`src/rtl/gen_osc.sv`:
```
// gen_osc: phase-accumulator oscillator (saw/square/triangle/silence) with hard sync and sequential increment divider
module gen_osc #(
    parameter int OUT_W   = 24,
    parameter int PHASE_W = 32,
    parameter int FREQ_W  = 16
) (
    input  logic              sys_clk,
    input  logic              sys_rst,
    input  logic [31:0]       sys_clk_freq,
    input  logic [FREQ_W-1:0] freq,
    input  logic [1:0]        mode,
    input  logic              enable,
    input  logic              sync,
    output logic [OUT_W-1:0]  out,
    output logic              wrap,
    output logic              busy
);
    localparam int DW = PHASE_W + FREQ_W;
    localparam int CW = $clog2(DW);
    logic [PHASE_W-1:0] phase, inc, phase_nx, inc_nx;
    logic               carry, sync_d, pending, start, clamp;
    logic [FREQ_W-1:0]  freq_q;
    logic [31:0]        clk_q, rem, rem_nx;
    logic [DW-1:0]      dvd, dvd_nx;
    logic [32:0]        rem_sh, diff, f2;
    logic [CW-1:0]      cnt;
    logic [OUT_W-1:0]   tri_w;
    always_comb begin
        start  = pending | (freq != freq_q) | (sys_clk_freq != clk_q);
        rem_sh = {rem, dvd[DW-1]};
        diff   = rem_sh - {1'b0, clk_q};
        dvd_nx = {dvd[DW-2:0], ~diff[32]};
        rem_nx = diff[32] ? rem_sh[31:0] : diff[31:0];
        f2     = 33'(freq_q) << 1;
        clamp  = f2 >= {1'b0, clk_q};
        inc_nx = (clk_q == 32'd0) ? '0 : clamp ? {1'b1, {(PHASE_W-1){1'b0}}} : dvd_nx[PHASE_W-1:0];
        {carry, phase_nx} = {1'b0, phase} + {1'b0, inc};
        tri_w  = phase[PHASE_W-1] ? ~phase[PHASE_W-2 -: OUT_W] : phase[PHASE_W-2 -: OUT_W];
    end
    always_ff @(posedge sys_clk) begin
        if (sys_rst) begin
            phase   <= '0;
            inc     <= '0;
            out     <= '0;
            wrap    <= 1'b0;
            busy    <= 1'b0;
            sync_d  <= 1'b0;
            pending <= 1'b1;
            freq_q  <= '0;
            clk_q   <= '0;
            dvd     <= '0;
            rem     <= '0;
            cnt     <= '0;
        end else begin
            sync_d <= sync;
            if (sync & ~sync_d) begin
                phase <= '0;
                wrap  <= 1'b1;
            end else if (enable) begin
                phase <= phase_nx;
                wrap  <= carry;
            end else begin
                wrap  <= 1'b0;
            end
            out <= (mode == 2'd0) ? phase[PHASE_W-1 -: OUT_W] :
                   (mode == 2'd1) ? {OUT_W{phase[PHASE_W-1]}} :
                   (mode == 2'd2) ? tri_w : {1'b1, {(OUT_W-1){1'b0}}};
            if (start) begin
                pending <= 1'b0;
                freq_q  <= freq;
                clk_q   <= sys_clk_freq;
                busy    <= 1'b1;
                rem     <= '0;
                dvd     <= {freq, {PHASE_W{1'b0}}};
                cnt     <= (sys_clk_freq == 32'd0) ? '0 : CW'(DW - 1);
            end else if (busy) begin
                dvd <= dvd_nx;
                rem <= rem_nx;
                cnt <= cnt - 1'b1;
                if (cnt == '0) begin
                    busy <= 1'b0;
                    inc  <= inc_nx;
                end
            end
        end
    end
endmodule

```
`config.mk`:
```
export PLATFORM = sky130hd
export DESIGN_NAME = gen_osc
export DESIGN_NICKNAME = d
export VERILOG_FILES = /design/src/rtl/gen_osc.sv
export SDC_FILE = /design/constraint.sdc
export NUM_CORES = 1
export LEC_CHECK = 0
export ABC_AREA = 1
export CAP_MARGIN = 10
export CORE_ASPECT_RATIO = 1.75
export CORE_MARGIN = 8
export CORE_UTILIZATION = 55
export CTS_CLUSTER_SIZE = 8
export DETAILED_ROUTE_END_ITERATION = 6
export PLACE_DENSITY = 0.74
export SYNTH_ARGS = -nofsm -noshare
export SYNTH_HDL_FRONTEND = slang
export SYNTH_SLANG_ARGS = --single-unit
```
`constraint.sdc`:
```
create_clock -name sys_clk -period 2.2 [get_ports sys_clk]
set_clock_uncertainty 0.05 [all_clocks]
set_input_delay 0.22 -clock sys_clk [delete_from_list [all_inputs] [get_ports sys_clk]]
set_output_delay 0.22 -clock sys_clk [all_outputs]
set_load 0.005 [all_outputs]
```
==> out/qor.yml <==
status: "finished, violations left"
violations: "setup timing"
avgViaCountPerCell: 5.61
pre_cts_slack_ps: -485
drtIter0Drc: 1046
antenna_found_initial: 0
clk_pin_slew_ps: 50
worstHoldPathType: "input pin to flop"
p_total_w: 0.0108
gp_congestion: 0.948
finalSetupViolations: 81
ir_drop_uv: 535
cts_buffers: 34
post-route-worst-setup-slack_ps: -231
ys_warn_count: 0
grt_pass1_vias: 16600
hold_slack_ps: 180
cts_htree_levels: 2
core_um2: 26400
place_area_um2: 17900
drtPass1Iterations: 5
insertion_delay_ps: 520
numClockSinks: 226
ys_ff_latch: 226
finalMaxSlewViolations: 0
critical_path.max_fanout: 3
clock.fmax_mhz: 411
synth_edf_count: 0
crit_required_ps: 2600
arrival_ps: 2840
drive_gt1_share_pct: 30.0
final_common_cell: "nand2_1"
p_per_area_nw_per_um2: 505
initial_utilization_pct: 55.4
final_cell_mix: "nand2_1, inv_1, buf_4"
wl_mm: 56.9
wl_per_cell_um: 18.8
synthFlopType: "dfxtp_1"
syn2layout_area_growth_pct: 46.1
max_cap_violations: 0
worstSetupPathType: "flop to flop"
ys_seq_area_share_pct: 30.9
route.detailed.drc: 0
die-area_um2: 32300
synth_cell_types: 38
p_leak_nw: 10.4
ioPinCount: 80
grt_usage_pct: 29.2
hold_viol: 0
synth_async_sr_flop_share_pct: 0
startpoint_type: "flop"
fp.dieW_um: 139
n_antenna_cell: 0
finish.net_count: 2844
grt-ovfl-total: 0
ctsHoldBuffers: 0
cts_root_buf: "clkbuf_16"
cts_max_path_buffers: 3
io_buffer_count: 79
max_slew_margin_pct: 54.9
syn_inst: 2321
synth_nets: 2459
cts_tree: "yes"
grt_max_degree: 124
tightest_slew_ps: 677
design_area_um2: 21400
netlist_area_um2: 14600
vias: 17000
rows: 79
ant_nets: 0
finalCritPeriodShare_pct: 110
syn_avg_cell_area_um2: 6.30
die_h_um: 232
dp_hpwl_mm: 34.8
grt_pass1_wl_mm: 76.6
layout_min_cycle_time_ps: 2430
grt_setup_unrepaired: "yes"
end_kind: "flop"
[registers in the layout, summed over array words and instances (netlist names)]
signal   cells
sync_d       1
inc         32
out         24
wrap         1
dvd         48
freq_q      16
clk_q       32
pending      1
cnt          6
busy         1
phase       32
rem         32
[cells by family after synthesis]
group	share of synthesized area (%)
buf+inv	12.9
xor+xnor	3.77
flops	30.9
fa+ha+maj	7.29
compound gates	13.0
simple gates	32.1
[cell type report]
class                   instances  area [um^2]
inverters                     393         1490
fillers                      1702         5010
well taps                     324          405
flip-flops and latches        226         4560
clock inverters                 1         5.00
multi-input cells            1624        10100
clock buffers                  39          943
repair buffers                427         3880
[cells in the mapped netlist (4+ instances only)]
master,number,area (um^2)
or2_2,7,43.8
o21bai_1,4,30.0
a211oi_2,21,263
nand4_1,19,119
xor2_1,53,464
a21o_1,13,97.6
inv_1,382,1430
buf_2,11,55.1
buf_6,13,146
o211ai_1,6,45.0
o21ai_0,54,270
nand3_1,138,691
inv_2,10,37.5
xnor2_1,10,87.6
nor3_1,11,55.1
nand2_1,695,2610
buf_1,4,15.0
nor4_1,12,75.1
nor2_1,257,965
a31oi_1,39,244
clkbuf_1,47,176
ha_1,82,1030
dfxtp_1,226,4520
a211oi_1,10,75.1
nand2_2,4,25.0
a21oi_1,170,851
[repair_timing]
item                                    in CTS  in global routing
buffers inserted                            15                 10
endpoints found under the setup margin     127                135
pin swaps                                   43                124
resized for setup                          145                353
cloned                                       6                 12
endpoints found under the hold margin        0                  0
[path summary, 6_finish.rpt]
kind | from | to | slack (ps) | depth (start not counted)
min reg2reg | dvd[38]$_SDFFE_PP0P_ | dvd[39]$_SDFFE_PP0P_ | 430 | 2
max reg2reg | phase[15]$_SDFFE_PP0P_ | phase[20]$_SDFFE_PP0P_ | -230 | 11
max | phase[15]$_SDFFE_PP0P_ | phase[20]$_SDFFE_PP0P_ | -230 | 11
min | sys_rst | cnt[1]$_SDFFE_PP0P_ | 180 | 4
[report_power, final]
group	switching, W	internal, W	leakage [nW]
registers	0.0000918	0.00422	1.85
logic	0.000906	0.000720	8.08
clock network	0.00188	0.00297	0.468
[metal layers]
metal	vias to the layer above	global-route usage, %	part of all wire, %
met1	7893	24.1	31
met4	0	24.9	11
met3	340	4.14	5.8
li1	8048	-	-
met5	-	0	0
met2	750	59.1	52
[critical path: stages, from the launching register on]
cell and delay (ps):
dfxtp_1 330, ha_1 350, a21oi_1 290, o21ai_1 180, a21oi_1 230, nand3_2 250
buf_4 220, nand2_1 50, inv_1 40, o21ai_1 160, o211ai_1 140, inv_1 80
[metrics by stage]
stage          util, %  cells  setup TNS [ps]
6_report          81.0   3034           -9010
5_1_grt           81.0   3034          -18920
4_1_cts           74.3   3016           -2360
3_5_place_dp      67.8   2957          -44370
3_3_place_gp      67.8   2957          -39130
2_1_floorplan        -   2321               0
(Power assumes the default switching activity.)
==> RTL edit (same flow settings) <==
Register the output `out` once more, cleared by the reset; this adds one clock of latency there. The other outputs are not delayed to match.
--- a/src/rtl/gen_osc.sv
+++ b/src/rtl/gen_osc.sv
@@ -17,6 +17,8 @@
 );
     localparam int DW = PHASE_W + FREQ_W;
     localparam int CW = $clog2(DW);
+
+    logic [OUT_W-1:0] out_s0;
     logic [PHASE_W-1:0] phase, inc, phase_nx, inc_nx;
     logic               carry, sync_d, pending, start, clamp;
     logic [FREQ_W-1:0]  freq_q;
@@ -41,7 +43,7 @@
         if (sys_rst) begin
             phase   <= '0;
             inc     <= '0;
-            out     <= '0;
+            out_s0  <= '0;
             wrap    <= 1'b0;
             busy    <= 1'b0;
             sync_d  <= 1'b0;
@@ -62,7 +64,7 @@
             end else begin
                 wrap  <= 1'b0;
             end
-            out <= (mode == 2'd0) ? phase[PHASE_W-1 -: OUT_W] :
+            out_s0 <= (mode == 2'd0) ? phase[PHASE_W-1 -: OUT_W] :
                    (mode == 2'd1) ? {OUT_W{phase[PHASE_W-1]}} :
                    (mode == 2'd2) ? tri_w : {1'b1, {(OUT_W-1){1'b0}}};
             if (start) begin
@@ -84,5 +86,13 @@
             end
         end
     end
+    always_ff @(posedge sys_clk) begin
+        if (sys_rst) begin
+            out <= '0;
+        end else begin
+            out <= out_s0;
+        end
+    end
+
 endmodule
 
Function: changed (a bounded check fails within 4 cycles, from zero or initial values and one cycle with sys_rst high).
==> RTL edit against the unedited design <==
The run still ends with setup timing left; hold slack worse by 0.036 ns; combinational power shrank 6%; routed wire length down 0.98%; area after synthesis rose by 4.2%; cell area shrank 0.73%; fmax is 0.70% lower; setup slack lost 0.017 ns; die area is 3.8% higher; total power increased by 5.8%; sequential cell count up 24; core utilization decreased by 3.1 points; critical path type unchanged; largest cell class unchanged.
==> RTL edit: results (changes against the unedited design) <==
ys_seq_area_share_pct: 32.8  # was 30.9%
first_global_vias: 16300  # was 16,600
insertedDiodeCount: 0  # unchanged
placed_area_mm2: 0.0181  # was 0.0179 mm2
finalSetupViolations: 78  # was 81
reg2reg_depth: 19  # was 11
wl_met1_mm: 18.7  # was 17.7 mm
met2_usage_pct: 58.5  # was 59.1%
routed.top_layer: "met5"  # was met4
clock_latency_ns: 0.55  # was 0.52 ns
grt_start_max_net_pins: 141  # was 124
cts_max_level: 2  # unchanged
violations: "setup timing"  # unchanged
use_met3_pct: 4.09  # was 4.14%
met1_usage_pct: 27.6  # was 24.1%
wl_met3_mm: 2.86  # was 3.28 mm
fin_nets: 2868  # was 2,844
cts_root_buffer: "clkbuf_16"  # unchanged
detail_route.wl_per_cell_um: 18.2  # was 18.8 um
slew_headroom_pct: 52.4  # was 54.9%
fin_util_pct: 77.9  # was 81.0%
synth_common_cells: "691 x nand2_1, 414 x inv_1, 273 x nor2_1"  # was 695 x nand2_1, 382 x inv_1, 257 x nor2_1
synth_area_leaders: "dfxtp_1 33%, nand2_1 17%, inv_1 10%"  # was dfxtp_1 31%, nand2_1 18%, inv_1 9.8%
hold_depth: 2  # was 4
antenna_found_initial: 1  # was 0
place_hpwl_mm: 38.1  # was 34.8 mm
grt_pass1_wl_mm: 80.3  # was 76.6 mm
ys_types: 44  # was 38
syn_nets: 2545  # was 2,459
drtIter0Drc: 1265  # was 1,046
peakVddDrop_v: 0.000500  # was 0.000535 V
crit_fanout: 7  # was 3
globalRouteTotalUtil_pct: 29.9  # was 29.2%
p_leak_nw: 10.1  # was 10.4 nW
largest_register_ffs: 48  # unchanged
detail_route.vias_per_cell: 5.51  # was 5.61
fillCellCount: 1938  # was 1,702
dr.pass1.iters: 6  # was 5
final.setup.worst_slack_ns: -0.248  # was -0.231 ns
clk_pin_slew_ns: 0.06
place_ws_ns: -0.470  # was -0.485 ns
drive_gt1_share_pct: 24.7  # was 30.0%
power.switching_mw: 3.10  # was 2.88 mW
outcome: "complete, but fails checks"  # unchanged
met2WireLength_mm: 29.7  # was 29.6 mm
cts_buffers: 37  # was 34
gp_congestion: 0.994  # was 0.948
RTL edit: changes by cell type after synthesis, sizes merged, moves of 7 or more:
| cell | delta |
|---|---|
| xnor2 | +7 |
| nor2 | +14 |
| dfxtp | +24 |
| a31oi | -16 |
| a21oi | +13 |
| inv | +28 |
| xor2 | -20 |
| o21ai | +17 |
RTL edit: logic make-up (layout without fill, tap and decap cells):
kind of cell,Yosys count,in the layout,synth area share (%)
adders and majority gates,84,84,6.99
buffers and inverters,502,828,13.0
xor gates and xnor gates,50,50,2.87
DFF,250,250,32.8
and+or+nand+nor,1183,1183,31.7
AOI/OAI and AO/OA,338,338,12.6
RTL edit: path summary, 6_finish.rpt:
kind / slack (ns) / startpoint / end
worst max-delay path: -0.25 / dvd[47]$_SDFFE_PP0P_ / rem[26]$_SDFFE_PP0P_
worst min-delay path: 0.14 / sys_rst / pending$_SDFFE_PP1P_
worst max register to register: -0.25 / dvd[47]$_SDFFE_PP0P_ / rem[26]$_SDFFE_PP0P_
worst min register to register: 0.35 / out_s0[11]$_SDFF_PP0_ / out[11]$_SDFF_PP0_
RTL edit: per-stage QoR:
| stage | instances | power (mW) | setup TNS (ns) |
|---|---|---|---|
| after floorplan | 2407 | 5.53 | 0 |
| after global placement | 3022 | 6.15 | -25.50 |
| after detailed placement | 3022 | 6.18 | -31.45 |
| after CTS | 3074 | 11.2 | -3.65 |
| after global routing | 3102 | 11.7 | -17.95 |
| final | 3102 | 11.4 | -7.53 |
RTL edit: power groups by stage:
stage / combinational [mW] / clock, mW / sequential [mW]
final: 1.54 / 5.12 / 4.76
after global routing: 1.67 / 5.30 / 4.76
after CTS: 1.39 / 5.11 / 4.74
after detailed placement: 1.35 / 0 / 4.83
after global placement: 1.32 / 0 / 4.82
after floorplan: 0.721 / 0 / 4.81
RTL edit: critical path, stage by stage (launching register included):
cell and delay, ns:
dfxtp_2 0.33, inv_2 0.05, ha_4 0.16, fa_2 0.38, inv_2 0.07, nand2_2 0.05, nand2_2 0.07, nand3_2 0.08
nand2_4 0.11, nand2_4 0.06, nand2_4 0.08, nand2_4 0.07, nand2_4 0.11, nand2_4 0.08, nand2_8 0.10, buf_8 0.13
nand2_1 0.05, nand2_1 0.07, nand2_1 0.07, a21oi_1 0.18
RTL edit: area by class of cell:
type                            count  area share, %
Clock inverter                      4          0.212
Timing Repair Buffer              364           16.0
Multi-Input combinational cell   1655           45.9
Tap cell                          369           2.18
Inverter                          422           7.61
Sequential cell                   250           23.7
Clock buffer                       38           4.38
RTL edit: what timing repair did:
item                                    CTS  global route
endpoints found under the setup margin   80           135
gates resized for setup                  69           348
hold buffers                              0             0
buffers inserted                          7            18
cloned                                    3            10
pin swaps                                13            82
